--- src/rtl/mips_cpu_pkg.sv ---
// Shared MIPS CPU definitions: sequencer state encoding plus the opcode, funct and
// REGIMM field values the controller decodes. Used by the sequencer, the
// instruction classifier and the controller.
package mips_cpu_pkg;

  typedef enum logic [2:0] {
    HALT   = 3'd0,
    FETCH  = 3'd1,
    DECODE = 3'd2,
    EXEC1  = 3'd3,
    EXEC2  = 3'd4
  } cpu_state_t;

  // Primary opcodes, IR[31:26]
  localparam logic [5:0] OP_SPECIAL = 6'h00;
  localparam logic [5:0] OP_REGIMM  = 6'h01;
  localparam logic [5:0] OP_J       = 6'h02;
  localparam logic [5:0] OP_JAL     = 6'h03;
  localparam logic [5:0] OP_BEQ     = 6'h04;
  localparam logic [5:0] OP_BNE     = 6'h05;
  localparam logic [5:0] OP_BLEZ    = 6'h06;
  localparam logic [5:0] OP_BGTZ    = 6'h07;
  localparam logic [5:0] OP_ADDIU   = 6'h09;
  localparam logic [5:0] OP_SLTI    = 6'h0A;
  localparam logic [5:0] OP_SLTIU   = 6'h0B;
  localparam logic [5:0] OP_ANDI    = 6'h0C;
  localparam logic [5:0] OP_ORI     = 6'h0D;
  localparam logic [5:0] OP_XORI    = 6'h0E;
  localparam logic [5:0] OP_LUI     = 6'h0F;
  localparam logic [5:0] OP_LB      = 6'h20;
  localparam logic [5:0] OP_LH      = 6'h21;
  localparam logic [5:0] OP_LWL     = 6'h22;
  localparam logic [5:0] OP_LW      = 6'h23;
  localparam logic [5:0] OP_LBU     = 6'h24;
  localparam logic [5:0] OP_LHU     = 6'h25;
  localparam logic [5:0] OP_LWR     = 6'h26;
  localparam logic [5:0] OP_SB      = 6'h28;
  localparam logic [5:0] OP_SH      = 6'h29;
  localparam logic [5:0] OP_SW      = 6'h2B;

  // SPECIAL funct codes, IR[5:0]
  localparam logic [5:0] FN_SLL   = 6'h00;
  localparam logic [5:0] FN_SRL   = 6'h02;
  localparam logic [5:0] FN_SRA   = 6'h03;
  localparam logic [5:0] FN_SLLV  = 6'h04;
  localparam logic [5:0] FN_SRLV  = 6'h06;
  localparam logic [5:0] FN_SRAV  = 6'h07;
  localparam logic [5:0] FN_JR    = 6'h08;
  localparam logic [5:0] FN_JALR  = 6'h09;
  localparam logic [5:0] FN_MFHI  = 6'h10;
  localparam logic [5:0] FN_MTHI  = 6'h11;
  localparam logic [5:0] FN_MFLO  = 6'h12;
  localparam logic [5:0] FN_MTLO  = 6'h13;
  localparam logic [5:0] FN_MULT  = 6'h18;
  localparam logic [5:0] FN_MULTU = 6'h19;
  localparam logic [5:0] FN_DIV   = 6'h1A;
  localparam logic [5:0] FN_DIVU  = 6'h1B;
  localparam logic [5:0] FN_ADDU  = 6'h21;
  localparam logic [5:0] FN_SUBU  = 6'h23;
  localparam logic [5:0] FN_AND   = 6'h24;
  localparam logic [5:0] FN_OR    = 6'h25;
  localparam logic [5:0] FN_XOR   = 6'h26;
  localparam logic [5:0] FN_SLT   = 6'h2A;
  localparam logic [5:0] FN_SLTU  = 6'h2B;

  // REGIMM rt codes, IR[20:16]
  localparam logic [4:0] RT_BLTZ   = 5'd0;
  localparam logic [4:0] RT_BGEZ   = 5'd1;
  localparam logic [4:0] RT_BLTZAL = 5'd16;
  localparam logic [4:0] RT_BGEZAL = 5'd17;

endpackage

--- src/rtl/mips_cpu_instr_class.sv ---
// Combinational instruction classifier for the state sequencer.
// Ports:
//   opcode, fncode, regimm : instruction fields IR[31:26], IR[5:0], IR[20:16]
//   is_mem                 : load or store (may stall on waitrequest in EXEC1)
//   is_two_cycle           : needs EXEC2 (loads, REGIMM with rt >= 2)
//   is_muldiv_dep          : HI/LO access or mult/div start (stalls on muldiv_busy)
//   is_legal               : instruction is decoded by the controller
module mips_cpu_instr_class
  import mips_cpu_pkg::*;
(
  input  logic [5:0] opcode,
  input  logic [5:0] fncode,
  input  logic [4:0] regimm,
  output logic       is_mem,
  output logic       is_two_cycle,
  output logic       is_muldiv_dep,
  output logic       is_legal
);

  always_comb begin
    is_mem        = 1'b0;
    is_two_cycle  = 1'b0;
    is_muldiv_dep = 1'b0;
    is_legal      = 1'b0;
    case (opcode)
      OP_SPECIAL: begin
        case (fncode)
          FN_SLL, FN_SRL, FN_SRA, FN_SLLV, FN_SRLV, FN_SRAV, FN_JR, FN_JALR,
          FN_ADDU, FN_SUBU, FN_AND, FN_OR, FN_XOR, FN_SLT, FN_SLTU: is_legal = 1'b1;
          FN_MFHI, FN_MTHI, FN_MFLO, FN_MTLO, FN_MULT, FN_MULTU, FN_DIV, FN_DIVU: begin
            is_legal      = 1'b1;
            is_muldiv_dep = 1'b1;
          end
          default: ;
        endcase
      end
      OP_REGIMM: begin
        is_legal     = regimm inside {RT_BLTZ, RT_BGEZ, RT_BLTZAL, RT_BGEZAL};
        // Linking variants write $ra in a second cycle
        is_two_cycle = (regimm >= 5'd2);
      end
      OP_J, OP_JAL, OP_BEQ, OP_BNE, OP_BLEZ, OP_BGTZ, OP_ADDIU, OP_SLTI, OP_SLTIU,
      OP_ANDI, OP_ORI, OP_XORI, OP_LUI: is_legal = 1'b1;
      OP_LB, OP_LH, OP_LWL, OP_LW, OP_LBU, OP_LHU, OP_LWR: begin
        is_legal     = 1'b1;
        is_mem       = 1'b1;
        is_two_cycle = 1'b1;
      end
      OP_SB, OP_SH, OP_SW: begin
        is_legal = 1'b1;
        is_mem   = 1'b1;
      end
      default: ;
    endcase
  end

endmodule

--- src/rtl/mips_cpu_state_sequencer.sv ---
// Multicycle state register and next-state logic for the MIPS CPU.
// Sequences HALT/FETCH/DECODE/EXEC1/EXEC2, stalls on waitrequest and muldiv_busy,
// halts on next-PC == HALT_ADDR or on an illegal instruction.
// Ports:
//   clk, reset            : clock, asynchronous active-high reset
//   opcode/fncode/regimm  : instruction fields, meaningful from EXEC1
//   waitrequest           : Avalon memory stall
//   muldiv_busy           : mult/div unit busy
//   pc                    : current PC (address of next fetch)
//   state                 : 0=HALT 1=FETCH 2=DECODE 3=EXEC1 4=EXEC2 (registered)
//   active                : CPU running (registered)
//   illegal               : sticky illegal-instruction flag (registered)
//   instr_done            : combinational pulse on the last cycle of an instruction
//   cycle_count/stall_count : performance counters
// Build option: define MIPS_SEQ_PERF_CNT_EN to implement the counters; otherwise
// they read as zero and no counter flops exist.
module mips_cpu_state_sequencer
  import mips_cpu_pkg::*;
#(
  parameter logic [31:0] HALT_ADDR = 32'h0000_0000,
  parameter int unsigned CNT_W     = 32
) (
  input  logic             clk,
  input  logic             reset,
  input  logic [5:0]       opcode,
  input  logic [5:0]       fncode,
  input  logic [4:0]       regimm,
  input  logic             waitrequest,
  input  logic             muldiv_busy,
  input  logic [31:0]      pc,
  output logic [2:0]       state,
  output logic             active,
  output logic             illegal,
  output logic             instr_done,
  output logic [CNT_W-1:0] cycle_count,
  output logic [CNT_W-1:0] stall_count
);

  cpu_state_t state_q;
  logic       boot_q;

  logic is_mem, is_two_cycle, is_muldiv_dep, is_legal;
  logic exec1_stall;
  logic halt_next;

  mips_cpu_instr_class u_instr_class (
    .opcode        (opcode),
    .fncode        (fncode),
    .regimm        (regimm),
    .is_mem        (is_mem),
    .is_two_cycle  (is_two_cycle),
    .is_muldiv_dep (is_muldiv_dep),
    .is_legal      (is_legal)
  );

  always_comb begin
    exec1_stall = (state_q == EXEC1) &&
                  ((waitrequest && is_mem) || (muldiv_busy && is_muldiv_dep));
    // Stall outranks illegal, which outranks the two-cycle path
    instr_done  = (state_q == EXEC2) ||
                  ((state_q == EXEC1) && !exec1_stall && is_legal && !is_two_cycle);
    // pc already carries the delay-slot update on the completion edge
    halt_next   = (pc == HALT_ADDR);
  end

  always_ff @(posedge clk or posedge reset) begin
    if (reset) begin
      state_q <= HALT;
      boot_q  <= 1'b1;
      active  <= 1'b0;
      illegal <= 1'b0;
    end else begin
      unique case (state_q)
        HALT: begin
          // Only the first HALT after reset boots; later HALTs are terminal
          if (boot_q) begin
            state_q <= FETCH;
            boot_q  <= 1'b0;
            active  <= 1'b1;
          end
        end
        FETCH:  if (!waitrequest) state_q <= DECODE;
        DECODE: state_q <= EXEC1;
        EXEC1: begin
          if (!exec1_stall) begin
            if (!is_legal) begin
              state_q <= HALT;
              illegal <= 1'b1;
              active  <= 1'b0;
            end else if (is_two_cycle) begin
              state_q <= EXEC2;
            end else begin
              state_q <= halt_next ? HALT : FETCH;
              active  <= !halt_next;
            end
          end
        end
        EXEC2: begin
          state_q <= halt_next ? HALT : FETCH;
          active  <= !halt_next;
        end
        default: begin
          state_q <= HALT;
          active  <= 1'b0;
        end
      endcase
    end
  end

  assign state = state_q;

`ifdef MIPS_SEQ_PERF_CNT_EN
  localparam logic [CNT_W-1:0] CntOne = CNT_W'(1);

  logic [CNT_W-1:0] cycle_cnt_q;
  logic [CNT_W-1:0] stall_cnt_q;
  logic             stall_cycle;

  assign stall_cycle = ((state_q == FETCH) && waitrequest) || exec1_stall;

  // active is low in HALT, so both counters freeze there
  always_ff @(posedge clk or posedge reset) begin
    if (reset) begin
      cycle_cnt_q <= '0;
      stall_cnt_q <= '0;
    end else begin
      if (active)      cycle_cnt_q <= cycle_cnt_q + CntOne;
      if (stall_cycle) stall_cnt_q <= stall_cnt_q + CntOne;
    end
  end

  assign cycle_count = cycle_cnt_q;
  assign stall_count = stall_cnt_q;
`else
  assign cycle_count = '0;
  assign stall_count = '0;
`endif

endmodule
--- config.mk ---
export PLATFORM = sky130hd
export DESIGN_NAME = mips_cpu_state_sequencer
export DESIGN_NICKNAME = d
export VERILOG_FILES = /design/src/rtl/mips_cpu_pkg.sv /design/src/rtl/mips_cpu_instr_class.sv /design/src/rtl/mips_cpu_state_sequencer.sv
export SDC_FILE = /design/constraint.sdc
export NUM_CORES = 1
export LEC_CHECK = 0
export BUFFER_PORTS_ARGS = -buffer_cell sky130_fd_sc_hd__buf_4
export CAP_MARGIN = 20
export CORE_MARGIN = 1
export CORE_UTILIZATION = 35
export DETAILED_ROUTE_END_ITERATION = 8
export PLACE_DENSITY = 0.84
export SYNTH_ARGS = -nofsm -noshare
export SYNTH_HDL_FRONTEND = slang
export SYNTH_SLANG_ARGS = --single-unit
--- constraint.sdc ---
create_clock -name clk -period 1.8 [get_ports clk]
set_clock_uncertainty 0.15 [all_clocks]
set_input_delay 0.09 -clock clk [delete_from_list [all_inputs] [get_ports clk]]
set_output_delay 0.09 -clock clk [all_outputs]
set_load 0.01 [all_outputs]
==> impl_metrics.env <==
export IMPL_setup_violations_final=1
export IMPL_synth_flop_cell="dfrtp_1"
export IMPL_ys_warn_count=0
export IMPL_ir_drop_mv=0.3423
export IMPL_grt_pass1_wl_um=3663
export IMPL_report_final_slew_viol_count=0
export IMPL_synth_edff_count=0
export IMPL_hp_class="input pin to flop"
export IMPL_cts_root_buf="clkbuf_4"
export IMPL_insertion_delay_ps=250
export IMPL_syn_inst=152
export IMPL_placedCellCount=254
export IMPL_nets=269
export IMPL_arrival_ps=1570
export IMPL_clkTransAtPathRegs_ps=50
export IMPL_die_w_um=59.10
export IMPL_post_cts_buffers=0
export IMPL_post_route_min_period_ps=1807
export IMPL_grt_remaining_overflow=0
export IMPL_cts_num_sinks=6
export IMPL_syn_cell_area_um2=1141
export IMPL_hold_viol=0
export IMPL_top_layer_used="met3"
export IMPL_layout_drive_gt1_share_pct=33.49
export IMPL_rows=20
export IMPL_synthTopCellsByArea="buf_4 42%, dfrtp_1 11%, nor4_1 6.0%"
export IMPL_p_leak_uw=0.0007520
export IMPL_violations="setup timing"
export IMPL_rsz0062_at_grt="yes"
export IMPL_vias=1118
export IMPL_die_h_um=59.10
export IMPL_yosysTopAreaCell="buf_4"
export IMPL_layoutNonFillerInstCount=259
export IMPL_drc=0
export IMPL_critPathMaxFanout=2
export IMPL_io_pins=123
export IMPL_fillCellCount=329
export IMPL_dr_pass1_iters=4
export IMPL_dr_first_iter_drc_count=62
export IMPL_relSlewSlack_pct=64.36
export IMPL_grt_total_usage_pct=13.53
export IMPL_synthArstFlopShare_pct=100.0
export IMPL_max_freq_ghz=0.5533
export IMPL_avgSynthCellArea_um2=7.507
export IMPL_synth_cell_type_count=37
export IMPL_power_density_nw_per_um2=616.4
export IMPL_dp_hpwl_um=2108
export IMPL_cts_buffer_depth=2
export IMPL_dr_wl_met2_um=1376
export IMPL_setup_slack_ps=-7.348
export IMPL_core_um2=3078
export IMPL_detail_route_vias_per_cell=4.317
export IMPL_dieArea_um2=3493
export IMPL_antenna_cells=0
export IMPL_grt_pass1_vias=919
export IMPL_cts_tree="built"
export IMPL_wl_um=2558
export IMPL_htree_num_levels=1
export IMPL_start_util_pct=37.07
export IMPL_met3_length_um=253
export IMPL_portBuffers=57
export IMPL_wl_met1_um=929
export IMPL_numCtsBuffers=3
export IMPL_wl_per_cell_um=9.876
export IMPL_end_kind="primary output"
export IMPL_path_class="input pin to primary output"
export IMPL_gp_congestion=0.8394
export IMPL_placed_cell_area_um2=1405
export IMPL_yosysSeqAreaShare_pct=13.27
export IMPL_required_ps=1560
export IMPL_status="complete, but fails checks"
export IMPL_max_cap_violations=0
export IMPL_min_period_over_period_pct=100.4
export IMPL_grt_max_degree=13
export IMPL_syn2layout_area_growth_pct=28.18
export IMPL_synth_top_area_share_pct=42.11
export IMPL_worstMarginPinSlew_ps=529.1
export IMPL_ant_nets=0
export IMPL_ys_ff_latch=6
export IMPL_design_area_um2=1463
export IMPL_crit_path_start_kind="input pin"
export IMPL_antenna_found_initial=0
[synth_stat cells, drive strengths merged, types with 4 or more instances]
| cell | instances |
|---|---|
| nand2 | 4 |
| a21oi | 4 |
| dfrtp | 5 |
| nor4 | 11 |
| nor2 | 6 |
| nor2b | 4 |
| o21ai | 9 |
| buf | 67 |
| inv | 5 |
| nand4 | 4 |
| nor3 | 4 |
[layout by cell type, fill, tap and decap left out, types with 3 or more instances in the layout]
cell type / Yosys / final
dfrtp_1: 5 / 5
nor2b_1: 3 / 3
a21oi_1: 4 / 4
nor4_1: 11 / 11
a211oi_1: 3 / 3
o21ai_1: 3 / 3
nor3_1: 3 / 3
buf_4: 64 / 61
clkbuf_4: 0 / 3
nand3_1: 3 / 3
nand2_1: 4 / 4
nor2_1: 6 / 6
nand4_1: 4 / 4
inv_1: 5 / 5
conb_1: 1 / 64
o21ai_0: 6 / 6
buf_6: 1 / 3
[timing repair]
action	4_1_cts	5_1_grt
endpoints found under the hold margin	6	0
hold buffers	1	0
endpoints found under the setup margin	1	1
gates resized for setup	2	3
cloned	0	0
pin swaps	3	4
[kinds of logic after synthesis]
group	Yosys count	synth area share, %
buffers and inverters	74	46.16
and+or+nand+nor	40	20.61
AOI/OAI and AO/OA	29	17.87
DFF	6	13.27
muxes	2	1.754
other	1	0.3286
[area by class of cell]
class | instances | area (um2) | area share, %
timing repair buffer | 65 | 501.7 | 34.30
tap | 44 | 55.05 | 3.764
inverter | 5 | 18.77 | 1.283
multi-input combinational | 135 | 709.4 | 48.50
clock buffer | 4 | 26.28 | 1.796
sequential | 6 | 151.4 | 10.35
[where the power goes]
group	internal, uW	switching (uW)
sequential	172	81.1
clock	84.2	52.6
combinational	260	251
total	516	385
[final timing paths]
path | slack [ps] | depth (start not counted) | endpoint | start
max | -7 | 8 | instr_done | opcode[3]
min | 60 | 3 | state[1] | waitrequest
max reg2reg | 270 | 4 | active | state[1]
min reg2reg | 320 | 1 | boot_q | boot_q
max in group asynchronous | 1080 | 3 | boot_q | reset
min in group asynchronous | 160 | 3 | state[0] | reset
[through the flow]
| step | utilization (%) | hold WS, ps | setup slack [ps] | total power, uW | setup TNS (ps) |
|---|---|---|---|---|---|
| floorplan | - | -269.8 | 123.9 | 630.4 | 0 |
| global placement | 45.65 | -132.4 | -21.29 | 740.0 | -21.29 |
| detailed placement | 45.65 | -131.5 | -12.74 | 750.3 | -12.74 |
| CTS | 47.07 | 63.26 | 10.20 | 897.3 | 0 |
| global route | 47.52 | 72.94 | -56.80 | 978.7 | -56.80 |
| finish | 47.52 | 64.73 | -7.348 | 901.6 | -7.348 |
[per-layer routing]
| layer | vias up | GRT usage [%] |
|---|---|---|
| met5 | - | 0 |
| met4 | 0 | 2.041 |
| met3 | 0 | 3.057 |
| met2 | 81 | 26.95 |
| met1 | 501 | 14.55 |
| li1 | 536 | - |
[sequential cells by signal (all words and copies together) (netlist names)]
name / cells
boot_q: 1
illegal: 1
active: 1
state: 3
[worst max-delay path, cell delays in order]
cell and delay [ps]:
buf_6 100, or4_4 520, nand4b_1 110, o311a_1 170, o41ai_2 70, nor2b_4 130
a22o_1 240, buf_6 120
Power figures use the tool's default switching activity.
